### src/rtl/load_writeback.sv
// Load-completion unit: accepts one load at a time, reads the aligned word and
// writes the extracted or merged value to the GRF in a single WRITE cycle.
module load_writeback #(
    parameter int TIMEOUT = 16
) (
    input  logic        clk,
    input  logic        reset,
    input  logic        req_valid,
    output logic        req_ready,
    input  logic [31:0] req_pc,
    input  logic [31:0] req_addr,
    input  logic [4:0]  req_rt,
    input  logic [2:0]  req_type,
    input  logic [31:0] req_old,
    output logic        dm_re,
    output logic [31:0] dm_addr,
    input  logic [31:0] dm_rdata,
    input  logic        dm_rvalid,
    output logic        RegWrite,
    output logic [4:0]  A3,
    output logic [31:0] WD,
    output logic [31:0] PC,
    output logic        err_align,
    output logic        err_timeout
);
    typedef enum logic [1:0] {IDLE, READ, WRITE, ERR} state_t;

    localparam logic [2:0] T_LW  = 3'd0;
    localparam logic [2:0] T_LB  = 3'd1;
    localparam logic [2:0] T_LBU = 3'd2;
    localparam logic [2:0] T_LH  = 3'd3;
    localparam logic [2:0] T_LHU = 3'd4;
    localparam logic [2:0] T_LWL = 3'd5;
    localparam logic [2:0] T_LWR = 3'd6;
    localparam logic [7:0] CNT_LAST = 8'(TIMEOUT - 1);

    state_t      state;
    logic [7:0]  cnt;
    logic [31:0] pc_r;
    logic [31:0] addr_r;
    logic [31:0] old_r;
    logic [4:0]  rt_r;
    logic [2:0]  type_r;
    logic        accept;
    logic        misaligned;

    function automatic logic [31:0] load_result(input logic [2:0]  t,
                                                input logic [1:0]  k,
                                                input logic [31:0] mem,
                                                input logic [31:0] old);
        logic signed [7:0]  b;
        logic signed [15:0] h;
        logic signed [31:0] bs;
        logic signed [31:0] hs;
        logic [5:0]         sh;
        b  = mem[{k, 3'b000} +: 8];
        h  = mem[{k[1], 4'b0000} +: 16];
        bs = 32'(b);
        hs = 32'(h);
        sh = {1'b0, k, 3'b000};
        case (t)
            T_LB:    load_result = bs;
            T_LBU:   load_result = {24'd0, b};
            T_LH:    load_result = hs;
            T_LHU:   load_result = {16'd0, h};
            // lwl/lwr keep the bytes of old that the unaligned word does not cover
            T_LWL:   load_result = (mem << (6'd24 - sh)) | (old & (32'hFFFF_FFFF >> (sh + 6'd8)));
            T_LWR:   load_result = (mem >> sh) | (old & ~(32'hFFFF_FFFF >> sh));
            default: load_result = mem;
        endcase
    endfunction

    always_comb begin
        misaligned = 1'b0;
        case (req_type)
            T_LH, T_LHU:                misaligned = req_addr[0];
            T_LB, T_LBU, T_LWL, T_LWR:  misaligned = 1'b0;
            T_LW:                       misaligned = |req_addr[1:0];
            default:                    misaligned = |req_addr[1:0];
        endcase
    end

    assign accept      = (state == IDLE) && req_valid;
    assign req_ready   = (state == IDLE) && reset;
    assign dm_re       = (state == READ);
    assign dm_addr     = {addr_r[31:2], 2'b00};
    assign err_align   = (state == ERR);
    assign err_timeout = (state == READ) && (cnt == CNT_LAST) && !dm_rvalid;
    assign RegWrite    = (state == WRITE) && (A3 != 5'd0);

    // request capture: plain data, only meaningful after an accept
    always_ff @(posedge clk) begin
        if (accept) begin
            pc_r   <= req_pc;
            addr_r <= req_addr;
            rt_r   <= req_rt;
            type_r <= req_type;
            old_r  <= req_old;
        end
    end

    always_ff @(posedge clk or negedge reset) begin
        if (!reset) begin
            state <= IDLE;
            cnt   <= 8'd0;
            A3    <= 5'd0;
            WD    <= 32'd0;
            PC    <= 32'd0;
        end else begin
            case (state)
                IDLE: begin
                    cnt <= 8'd0;
                    if (req_valid) state <= misaligned ? ERR : READ;
                end
                READ: begin
                    // data beats the timeout when both land on the last wait cycle
                    if (dm_rvalid) begin
                        WD    <= load_result(type_r, addr_r[1:0], dm_rdata, old_r);
                        A3    <= rt_r;
                        PC    <= pc_r;
                        state <= WRITE;
                    end else if (cnt == CNT_LAST) begin
                        state <= IDLE;
                    end else begin
                        cnt <= cnt + 8'd1;
                    end
                end
                WRITE:   state <= IDLE;
                ERR:     state <= IDLE;
                default: state <= IDLE;
            endcase
        end
    end
endmodule

### config.mk
export PLATFORM = sky130hd
export DESIGN_NAME = load_writeback
export DESIGN_NICKNAME = d
export VERILOG_FILES = /design/src/rtl/load_writeback.sv
export SDC_FILE = /design/constraint.sdc
export NUM_CORES = 1
export LEC_CHECK = 0
export BUFFER_PORTS_ARGS = -buffer_cell sky130_fd_sc_hd__clkbuf_2
export CAP_MARGIN = 15
export CORE_MARGIN = 1.5
export CORE_UTILIZATION = 45
export CTS_CLUSTER_DIAMETER = 60
export DETAILED_ROUTE_END_ITERATION = 8
export GPL_ROUTABILITY_DRIVEN = 0
export PLACE_DENSITY = 0.71
export SLEW_MARGIN = 20
export SYNTH_ARGS = -nofsm -noshare
export SYNTH_HDL_FRONTEND = slang
export SYNTH_SLANG_ARGS = --single-unit
### constraint.sdc
create_clock -name clk -period 4.3 [get_ports clk]
set_input_delay 0.215 -clock clk [delete_from_list [all_inputs] [get_ports clk]]
set_output_delay 0.215 -clock clk [all_outputs]
set_load 0.1 [all_outputs]
; Yosys cells after proc, flatten, opt, wreduce, memory -nomap -nowiden
; Index checks and enable logic that the tools add are counted.
[word_totals]
regBits = 183
inputBits = 140
out_inout_bits = 106
elab_cells = 70
[classes]
add_sub_neg = 3
eq_ne = 20
shift = 6
n_mux = 10
n_bitwise = 5
reduce_logical = 16
[ops]
columns = op, n
row1 = case mux 32 bit (6 select lines), 1
row2 = bitwise AND 32 bit, 2
row3 = OR 32 bit, 2
row4 = inverter 32 bit, 1
row5 = variable part select 32 x 6 -> 16 bit, 1
row6 = variable part select 32 x 6 -> 8 bit, 1
row7 = left shift 32 x 6 -> 32 bit, 1
row8 = right shift 32 x 5 -> 32 bit, 1
row9 = right shift 32 x 5 -> 32 bit (first input constant), 1
row10 = right shift 32 x 6 -> 32 bit (first input constant), 1
row11 = equality test 3 bit (second input constant), 6
row12 = two-way mux 8 bit, 2
row13 = case mux 8 bit (2 select lines), 1
row14 = equality test 3 x 2 -> 1 bit (second input constant), 4
row15 = adder 8 x 1 -> 8 bit (second input constant), 1
row16 = equality test 8 x 4 -> 1 bit (second input constant), 1
row17 = two-way mux 2 bit, 4
row18 = adder 5 x 4 -> 6 bit (second input constant), 1
row19 = equality test 3 x 1 -> 1 bit (second input constant), 2
row20 = inequality test 2 bit (second input constant), 3
row21 = case mux 2 bit (3 select lines), 1
row22 = OR reduction 2 bit, 3
row23 = subtractor 5 x 5 -> 6 bit (first input constant), 1
row24 = logical AND 1 bit, 5
row25 = 11 further kinds, 13

; Longest topological paths before layout
; Gate-level depths: netlist (run 1).
[logic_depth]
ltp_word = 6
mapped_depth = 8

; Worst setup path before layout (run 1)
; OpenSTA, ideal clock, no wires.
[synth_path]
path_type = reg2reg
startpoint = reg state[0]
endpoint = reg addr_r[0], enable pin
setup_ps = 475
t_arrival_ps = 3294
required_ps = 3825
setup_slack_ps = 531
path_stages_with_launch = 4
n_path_buf = 1
synth_period_minus_slack_ps = 3769
cell_sequence = dfrtp_1 -> clkbuf_1 -> nor2_1 -> and2_1
[synth_via]
elab_chain_cells = 2
[synth_lines]
columns = element, line
row1 = from (decl), 37  ; state_t state;
row2 = from (signal assigned), 113  ; if (req_valid) state <= misaligned ? ERR : READ;
row3 = logical NOT 2 bit, 83  ; assign accept = (state == IDLE) && req_valid;
row4 = logical AND 1 bit, 83
row5 = via accept, 44  ; logic accept;
row6 = to (signal assigned), 95  ; addr_r <= req_addr;
row7 = to (decl), 40  ; logic [31:0] addr_r;
; The timed path passes the listed nets, and every way through them passes these cells.
; A chain may end at the register's enable or synchronous reset.

; Worst setup path after layout (run 1)
[layout_path]
startpoint = reg type_r[0]
endpoint = reg WD[11]
[layout_via]
elab_chain_cells = 2
word_cells_on_any_way = 7
classes_between = eq/ne: 6 / mux: 1
[layout_lines]
columns = element, line
row1 = from (decl), 43  ; logic [2:0] type_r;
row2 = from (signal assigned), 97  ; type_r <= req_type;
row3 = "equality test 3 bit, or another cell as far along", 61  ; case (t)
row4 = case mux 32 bit (6 select lines) *, 61
row5 = to (signal assigned), 118  ; WD <= load_result(type_r, addr_r[1:0], dm_rdata, old_r);
row6 = to (decl), 21  ; output logic [31:0] WD,
; Mark *: on every way between the ends. The rest lies on a longest branch, timed or not.

==> results, run 1 <==
- The slew at the pin with the worst max-slew slack is ~1000 ps.
- The clock transition time at the flip-flop clock pins of the worst setup and hold paths is 80 ps.
- Detailed routing inserted a total of just over 7000 vias.
- The global-route wire length before repair is 38800 um.
- The clock passes through at most 2 buffers.
- The most common cell in the synthesized netlist is sky130_fd_sc_hd__nand2_1.
- The final period utilization is between 60% and 70%.
- Of all flip-flops after synthesis, the portion carrying an async set or reset was 43.2%.
- Once detail routing completed, the nets flagged for antenna violations numbered 0.
- The part of the total power dissipated in combinational logic is 51.2%.
- Based on the critical path, the design can be clocked at up to roughly 380 MHz.
- Input and output buffers added on the ports amount to around 240.
- The analysis attributes to net switching a power of a little under 5 mW.
- After detailed routing, the average wire length per cell comes to between 15 and 20 um.
- The power consumption is 8.91 mW.
- The average instance in the mapped netlist occupies approximately 11 sq um.
- For this run the aggregate overflow at the end of global routing stands at 0.
- By area the synthesized netlist is led by sky130_fd_sc_hd__edfxtp_1 (37%), sky130_fd_sc_hd__dfrtp_1 (23%), sky130_fd_sc_hd__nand2_1 (7.9%), sky130_fd_sc_hd__mux2i_1 (4.2%), sky130_fd_sc_hd__buf_4 (3.2%).
- The HPWL after detailed placement is 16000 um.
- The worst slack after detailed placement is around 1700 ps.
- The leakage dissipation is ~5.0 nW.
- The number of pins with negative max-slew slack in the final report was 0.
- After filler insertion, the fill cell instance count of the layout stands at roughly 1500.
- The fraction of layout cells with a size suffix above 1 is 30.2%.
- The time the worst path needs with I/O delays and setup is 2650 ps.
- The clock network accounts for 17.7% of the total power.
- Sequential cells burn 31.1% of the power.
- The startpoint identified for the worst hold timing path is req_valid.
- The iteration-0 DRC count of the detailed router is 496.
- In the routed design, unresolved DRC markers number 0.
- The area growth from synthesis to layout is 32.3%.
- Counting flops with a built-in enable in the synthesized netlist gives between 100 and 150.
- The CTS tree is built.
- The number of buffers created by CTS is 17.
- Entering global routing, the biggest net connects 76 pins.
- Setup repair after global routing left no endpoint under its margin.
- The H-tree was split into 4 levels.
- The final number of setup-violating endpoints is 0.
- The internal power component is 4.00 mW.
- The worst setup skew after layout is between 10 and 15 ps.
- Dividing total power by cell area gives a power density of slightly below 800 mW/mm^2.
- The max-cap violation count is 0.
- The clock insertion delay at the later pin of the skew report is ~440 ps.
- The class of the most critical setup path is flip-flop to flip-flop.
- For this run, the number of Yosys warnings is 0.
- The class of the worst hold path is primary input to flip-flop.
- Summed over all instances, the cell type with the most area after synthesis is sky130_fd_sc_hd__edfxtp_1.
- The via count of the first global-routing pass was 7122.
- At the end of the flow, the number of nets in the layout was ~1200.
- The critical path capture point type is a flip-flop.
- In the global route stage, overall resource usage came out at between 20% and 30%.
- The non-filler instance count after layout is roughly 1300.
- CTS saw roughly 180 sinks.
- Measured against its own limit, the worst slew margin works out to between 30% and 40%.
- The post-detailed-placement cell area is between 0.009 and 0.01 sq mm.
- Once placement completed, the tool counted placed cells totaling 1172.
- The count of standard-cell rows is 50.
- The maximum fanout count along the critical path is 26.
- The hold slack is 38.4 ps.
- The core occupancy in the finished layout is 60.7%.
- The initial antenna violation count is 2.
- From left edge to right edge, the die measures roughly 140 um.
- Data on the critical path arrives at its endpoint at ~2900 ps.
- The area inside the core boundary is ~0.019 sq mm.
- The number of flip-flops and latches in the synthesized netlist is about 180.
- The count of distinct cell types in the synthesized netlist is 53.
- The finished layout cell area is 0.0113 sq mm.
- The routed via count divided by cell count is between 5 and 6.
- Once the floorplan was initialized, standard cells occupied between 40% and 50% of the core.
- The first detailed-routing pass took 5 iterations.
- The share of synthesized area in the top cell type comes to between 30 and 40%.
- The die area is between 0.015 and 0.02 sq mm.
- The final wirelength is roughly 25000 um.
- The number of instances in the synthesized netlist is 766.
- The post-synthesis sequential area ratio is between 50% and 60%.
- In this run the cell area of the synthesized design comes to around 0.0085 sq mm.
- In the final timing run, aggregate negative setup slack is 0 ps.
- In the synthesized netlist, the cells that appear most often are sky130_fd_sc_hd__nand2_1 (180), sky130_fd_sc_hd__edfxtp_1 (104), sky130_fd_sc_hd__dfrtp_1 (79), sky130_fd_sc_hd__o21ai_0 (50), sky130_fd_sc_hd__nor2_1 (38).
- The proportion of total power due to net switching is approximately 55%.
- The critical path startpoint category is a flip-flop.
- The die is 141 um tall.
- The critical register-to-register path startpoint is type_r[0].
- Setup slack on the critical path of the routed design comes to roughly 1700 ps.
- In the synthesized netlist the dominant register cell turns out to be sky130_fd_sc_hd__edfxtp_1.
- The beginning of the critical path is type_r[0].
- The top-level port count is 246.
- The peak supply drop is 0.573 mV.
- The data required time at the worst endpoint is 4600 ps.
- The count of endpoints failing hold in the final timing report came to 0.
- The run finished with clean final reports.
- The cell sitting at the root of the clock tree is a sky130_fd_sc_hd__clkbuf_16.
critical path, cell delays in order (launching register included):
cell and delay (ps):
sky130_fd_sc_hd__edfxtp_1 890, sky130_fd_sc_hd__nor3_1 200, sky130_fd_sc_hd__nor2_1 760, sky130_fd_sc_hd__and2_1 510
sky130_fd_sc_hd__a21oi_1 140
cell type report:
| type | instances | area, sq um | share of cell area (%) |
|---|---|---|---|
| Tap cell | 234 | 293 | 2.59 |
| Antenna cell | 2 | 5.00 | 0.0442 |
| Multi-Input combinational cell | 499 | 2960 | 26.2 |
| Timing Repair Buffer | 356 | 2340 | 20.7 |
| Clock inverter | 14 | 180 | 1.59 |
| Sequential cell | 183 | 5100 | 45.1 |
| Inverter | 3 | 11.3 | 0.0995 |
| Clock buffer | 18 | 429 | 3.79 |
power groups by stage:
stage / clock network, mW / logic [mW] / registers [mW]
2_1_floorplan: 0 / 1.56 / 4.92
3_3_place_gp: 0 / 4.43 / 2.78
3_5_place_dp: 0 / 4.47 / 2.79
4_1_cts: 1.60 / 4.55 / 2.76
5_1_grt: 1.67 / 4.76 / 2.82
6_report: 1.58 / 4.56 / 2.77
state kept, by name, indices dropped and copies added (netlist names), 5 cells and up:
signal	count
pc_r	32
old_r	32
rt_r	5
cnt	8
PC	32
WD	32
A3	5
addr_r	32
worst paths after layout:
check	slack, ps	cells past startpoint	to
max reg2reg	1650	4	WD[11]
min in group asynchronous	320	2	cnt[5]
min	40	3	state[1]
max in group asynchronous	2960	3	WD[7]
min reg2reg	440	2	PC[30]
max	1650	4	WD[11]
cells by family after synthesis:
group | share of synthesized area, %
other cells | 0.0439
simple gates | 12.4
xor+xnor | 0.615
fa+ha+maj | 0.146
compound gates | 13.8
buf+inv | 5.82
flops | 59.7
mux | 7.51
placed cells by master (no fill, tap or decap), types with 9 or more instances in the layout:
cell	n
sky130_fd_sc_hd__nand3_1	9
sky130_fd_sc_hd__a221oi_1	13
sky130_fd_sc_hd__nand2_1	180
sky130_fd_sc_hd__clkbuf_2	242
sky130_fd_sc_hd__o21ai_0	50
sky130_fd_sc_hd__a211oi_1	16
sky130_fd_sc_hd__buf_4	10
sky130_fd_sc_hd__a21oi_1	22
sky130_fd_sc_hd__o21ai_1	18
sky130_fd_sc_hd__mux2_2	23
sky130_fd_sc_hd__mux2i_1	36
sky130_fd_sc_hd__dlygate4sd3_1	103
sky130_fd_sc_hd__edfxtp_1	104
sky130_fd_sc_hd__dfrtp_1	79
sky130_fd_sc_hd__o22ai_1	9
sky130_fd_sc_hd__nor2_1	38
sky130_fd_sc_hd__a221oi_2	9
sky130_fd_sc_hd__clkbuf_16	17
per-layer routing:
metal	wire length [um]	vias to the layer above	GRT usage, %
met2	12100	352	42.2
li1	-	3319	-
met5	0	-	0
met1	10500	3439	32.6
met3	2000	44	7.51
met4	644	0	8.33
repair_timing:
action	CTS	global route
setup endpoints to repair	0	0
buffers inserted	0	0
gates resized for setup	0	0
hold buffers	103	0
endpoints found under the hold margin	142	0
Note: power is estimated with default switching activity, not from simulation.
==> run 2: changes to the inputs <==
--- a/config.mk
+++ b/config.mk
@@ -12,7 +12,7 @@
 export CTS_CLUSTER_DIAMETER = 60
 export DETAILED_ROUTE_END_ITERATION = 8
 export GPL_ROUTABILITY_DRIVEN = 0
-export PLACE_DENSITY = 0.71
+export PLACE_DENSITY = 0.74
 export SLEW_MARGIN = 20
 export SYNTH_ARGS = -nofsm -noshare
 export SYNTH_HDL_FRONTEND = slang
==> constraint.sdc (replaced) <==
create_clock -name clk -period 2.15 [get_ports clk]
set_input_delay 0.1075 -clock clk [delete_from_list [all_inputs] [get_ports clk]]
set_output_delay 0.1075 -clock clk [all_outputs]
set_load 0.1 [all_outputs]
==> results, run 2 (synthesis gave the netlist of run 1 again) <==
- The worst register-to-register path begins at addr_r[1].
- Counting tap cells, the placed design contains a total of 1204 instances.
- In this run the deepest clock path goes through 2 buffers.
- The final wirelength is 26700 um.
- Across the routed clock network, the largest skew measured is 17.9 ps.
- The clock transition time at the flip-flop clock pins of the worst setup and hold paths is 80 ps.
- The detailed router finished its first iteration with 506 violations.
- The worst register-to-register path has a depth of 6.
- The finished layout cell area is ~0.012 sq mm.
- The run finished with clean final reports.
- At the pin with the least slew margin, the transition time is between 600 and 700 ps.
- The first global-routing pass estimated between 40000 and 50000 um of wire.
- After detailed routing, the number of vias per cell comes to 5.48.
- Subtracting the final worst setup slack from the clock period gives 2090 ps.
- At the later pin of the worst-skew pair, clock insertion delay measures 440 ps.
- The capture point of the worst path is WD[2].
- The beginning of the critical path is addr_r[1].
- Entering global routing, the biggest net connects 50 pins.
- The critical hold path startpoint is dm_rdata[29].
- The via count of the first global-routing pass is around 7600.
- The achievable clock frequency is about 480 MHz.
- The vertical die dimension is around 140 um.
- The data required time at the worst endpoint is 2460 ps.
- The die area is roughly 0.02 sq mm.
- The non-filler instance count after layout is between 1000 and 1500.
- The sum of net half-perimeters after detailed placement is 17000 um.
- The number of pins with negative max-slew slack in the final report came to 0.
- After detailed routing, the average wire length per cell comes to ~20 um.
- The first TritonRoute pass finished after 5 iterations.
- The critical path startpoint category is a flip-flop.
- The count of endpoints failing hold in the final timing report came to 0.
- In the layout the commonest cells are sky130_fd_sc_hd__clkbuf_2 (241), sky130_fd_sc_hd__nand2_1 (180), sky130_fd_sc_hd__dlygate4sd3_1 (113).
- In this run the power density over the cells is around 1500 mW/mm^2.
- Across the run, the number of max-cap violations was 0.
- The initial antenna violation count is 1.
- The worst-case setup margin in the final layout is 56.4 ps.
- The post-route netlist has between 30% and 40% of its cells at a drive strength greater than 1.
- The CTS tree is built.
- Setup violations remaining at the end of the flow were counted as 0.
- Measured against its own limit, the worst slew margin works out to between 50% and 60%.
- The leakage dissipation is approximately 5.3 nW.
- After floorplanning, the core was sized to cover 0.0186 sq mm.
- The number of antenna-violating nets in the routed design is 0.
- The remaining routing DRC violations is 0.
- The via count of the routed design is between 7000 and 8000.
- The number of levels the H-tree was split into is 4.
- The critical path in this run is classified as flip-flop to flip-flop.
- The effective utilization at floorplan is between 40% and 50%.
- The area added between synthesis and finish is 38.6%.
- Global routing used roughly 27% of the available tracks across all layers.
- The number of buffers created by CTS is 17.
- Prior to clock tree synthesis, the placed netlist has a worst setup slack of between 20 and 30 ps.
- The root buffer cell chosen for the clock tree is sky130_fd_sc_hd__clkbuf_16.
- Data arrives at the worst endpoint at 2400 ps.
- During I/O placement, the number of pins put on the boundary was approximately 250.
- For this run, the post-layout net count is roughly 1300.
- Buffers placed on the I/O ports in this run total around 240.
- For flop-to-flop paths, the worst setup slack is approximately 56 ps.
- Summed over all failing endpoints, the final setup total negative slack is 0 ps.
- The floorplan step set the die width to approximately 140 um.
- Of all nets on the critical path, the largest fanout is 29.
- In this run the core area contains 50 standard-cell rows.
- The final critical path takes up 97.4% of the cycle.
- The worst-case IR drop observed on VDD is approximately 1.2 mV.
- The library cell used most frequently in the layout, excluding fill and tap cells, is sky130_fd_sc_hd__clkbuf_2.
- Setup repair after global routing left no endpoint under its margin.
- The residual overflow from global routing is 0.
- In this run the critical register-to-register path is captured at WD[2].
- Clock tree synthesis found a total of 183 sinks.
- The class of the worst hold path is primary input to flip-flop.
- The worst setup path is captured at a flip-flop.
- The post-detailed-placement cell area is roughly 0.01 sq mm.
[run 2: critical path, stage by stage (launching register included)]
cell and delay [ps]:
sky130_fd_sc_hd__edfxtp_1 420, sky130_fd_sc_hd__buf_12 230, sky130_fd_sc_hd__buf_16 190, sky130_fd_sc_hd__mux2i_1 420, sky130_fd_sc_hd__a21oi_1 200, sky130_fd_sc_hd__a221oi_1 370, sky130_fd_sc_hd__a22oi_1 110
[run 2: how the worst min path moves through the flow]
stage	to	slack [ps]	cells past startpoint
2_1_floorplan	A3[0]	-190	0
3_3_place_gp	cnt[7]	220	2
3_5_place_dp	cnt[7]	210	2
4_1_cts	WD[14]	4	3
5_1_grt	WD[14]	30	3
6_report	WD[29]	40	3
[run 2: power by group]
part           internal [mW]  total (mW)  switching, mW  leakage (nW)
Sequential              4.86        5.54          0.680          1.96
Clock                   1.58        3.17           1.59         0.290
Combinational           1.86        9.62           7.76          3.05
[run 2: layout make-up]
class,instances,area [sq um]
clock inverter,14,176
fill,1443,6800
multi-input combinational,499,2990
timing repair buffer,405,2840
inverter,3,11.3
sequential,183,5100
clock buffer,18,429
antenna,1,2.50
tap,234,293
[run 2: metal layers]
layer  up-vias  part of all wire (%)  global-route usage [%]
met3        77                   8.1                    6.05
li1       3415                     -                       -
met1      3533                    38                    32.1
met5         -                     0                       0
met4         0                   4.3                    13.6
met2       407                    49                    46.2
[run 2: what timing repair did]
item                       in CTS  in global routing
setup buffers                   0                  6
pin swaps                       0                  1
hold endpoints to repair      190                  0
gates resized for setup         1                  5
gates cloned                    0                  1
hold buffers                  113                  0
setup endpoints to repair       1                  8
[run 2: metrics by stage]
stage          total power [mW]  utilization, %  hold slack [ps]
2_1_floorplan              13.0               -             -188
3_3_place_gp               14.7            53.6              218
3_5_place_dp               14.8            53.6              212
4_1_cts                    18.2            63.0             3.96
5_1_grt                    19.0            63.6             33.3
6_report                   18.3            63.6             37.3
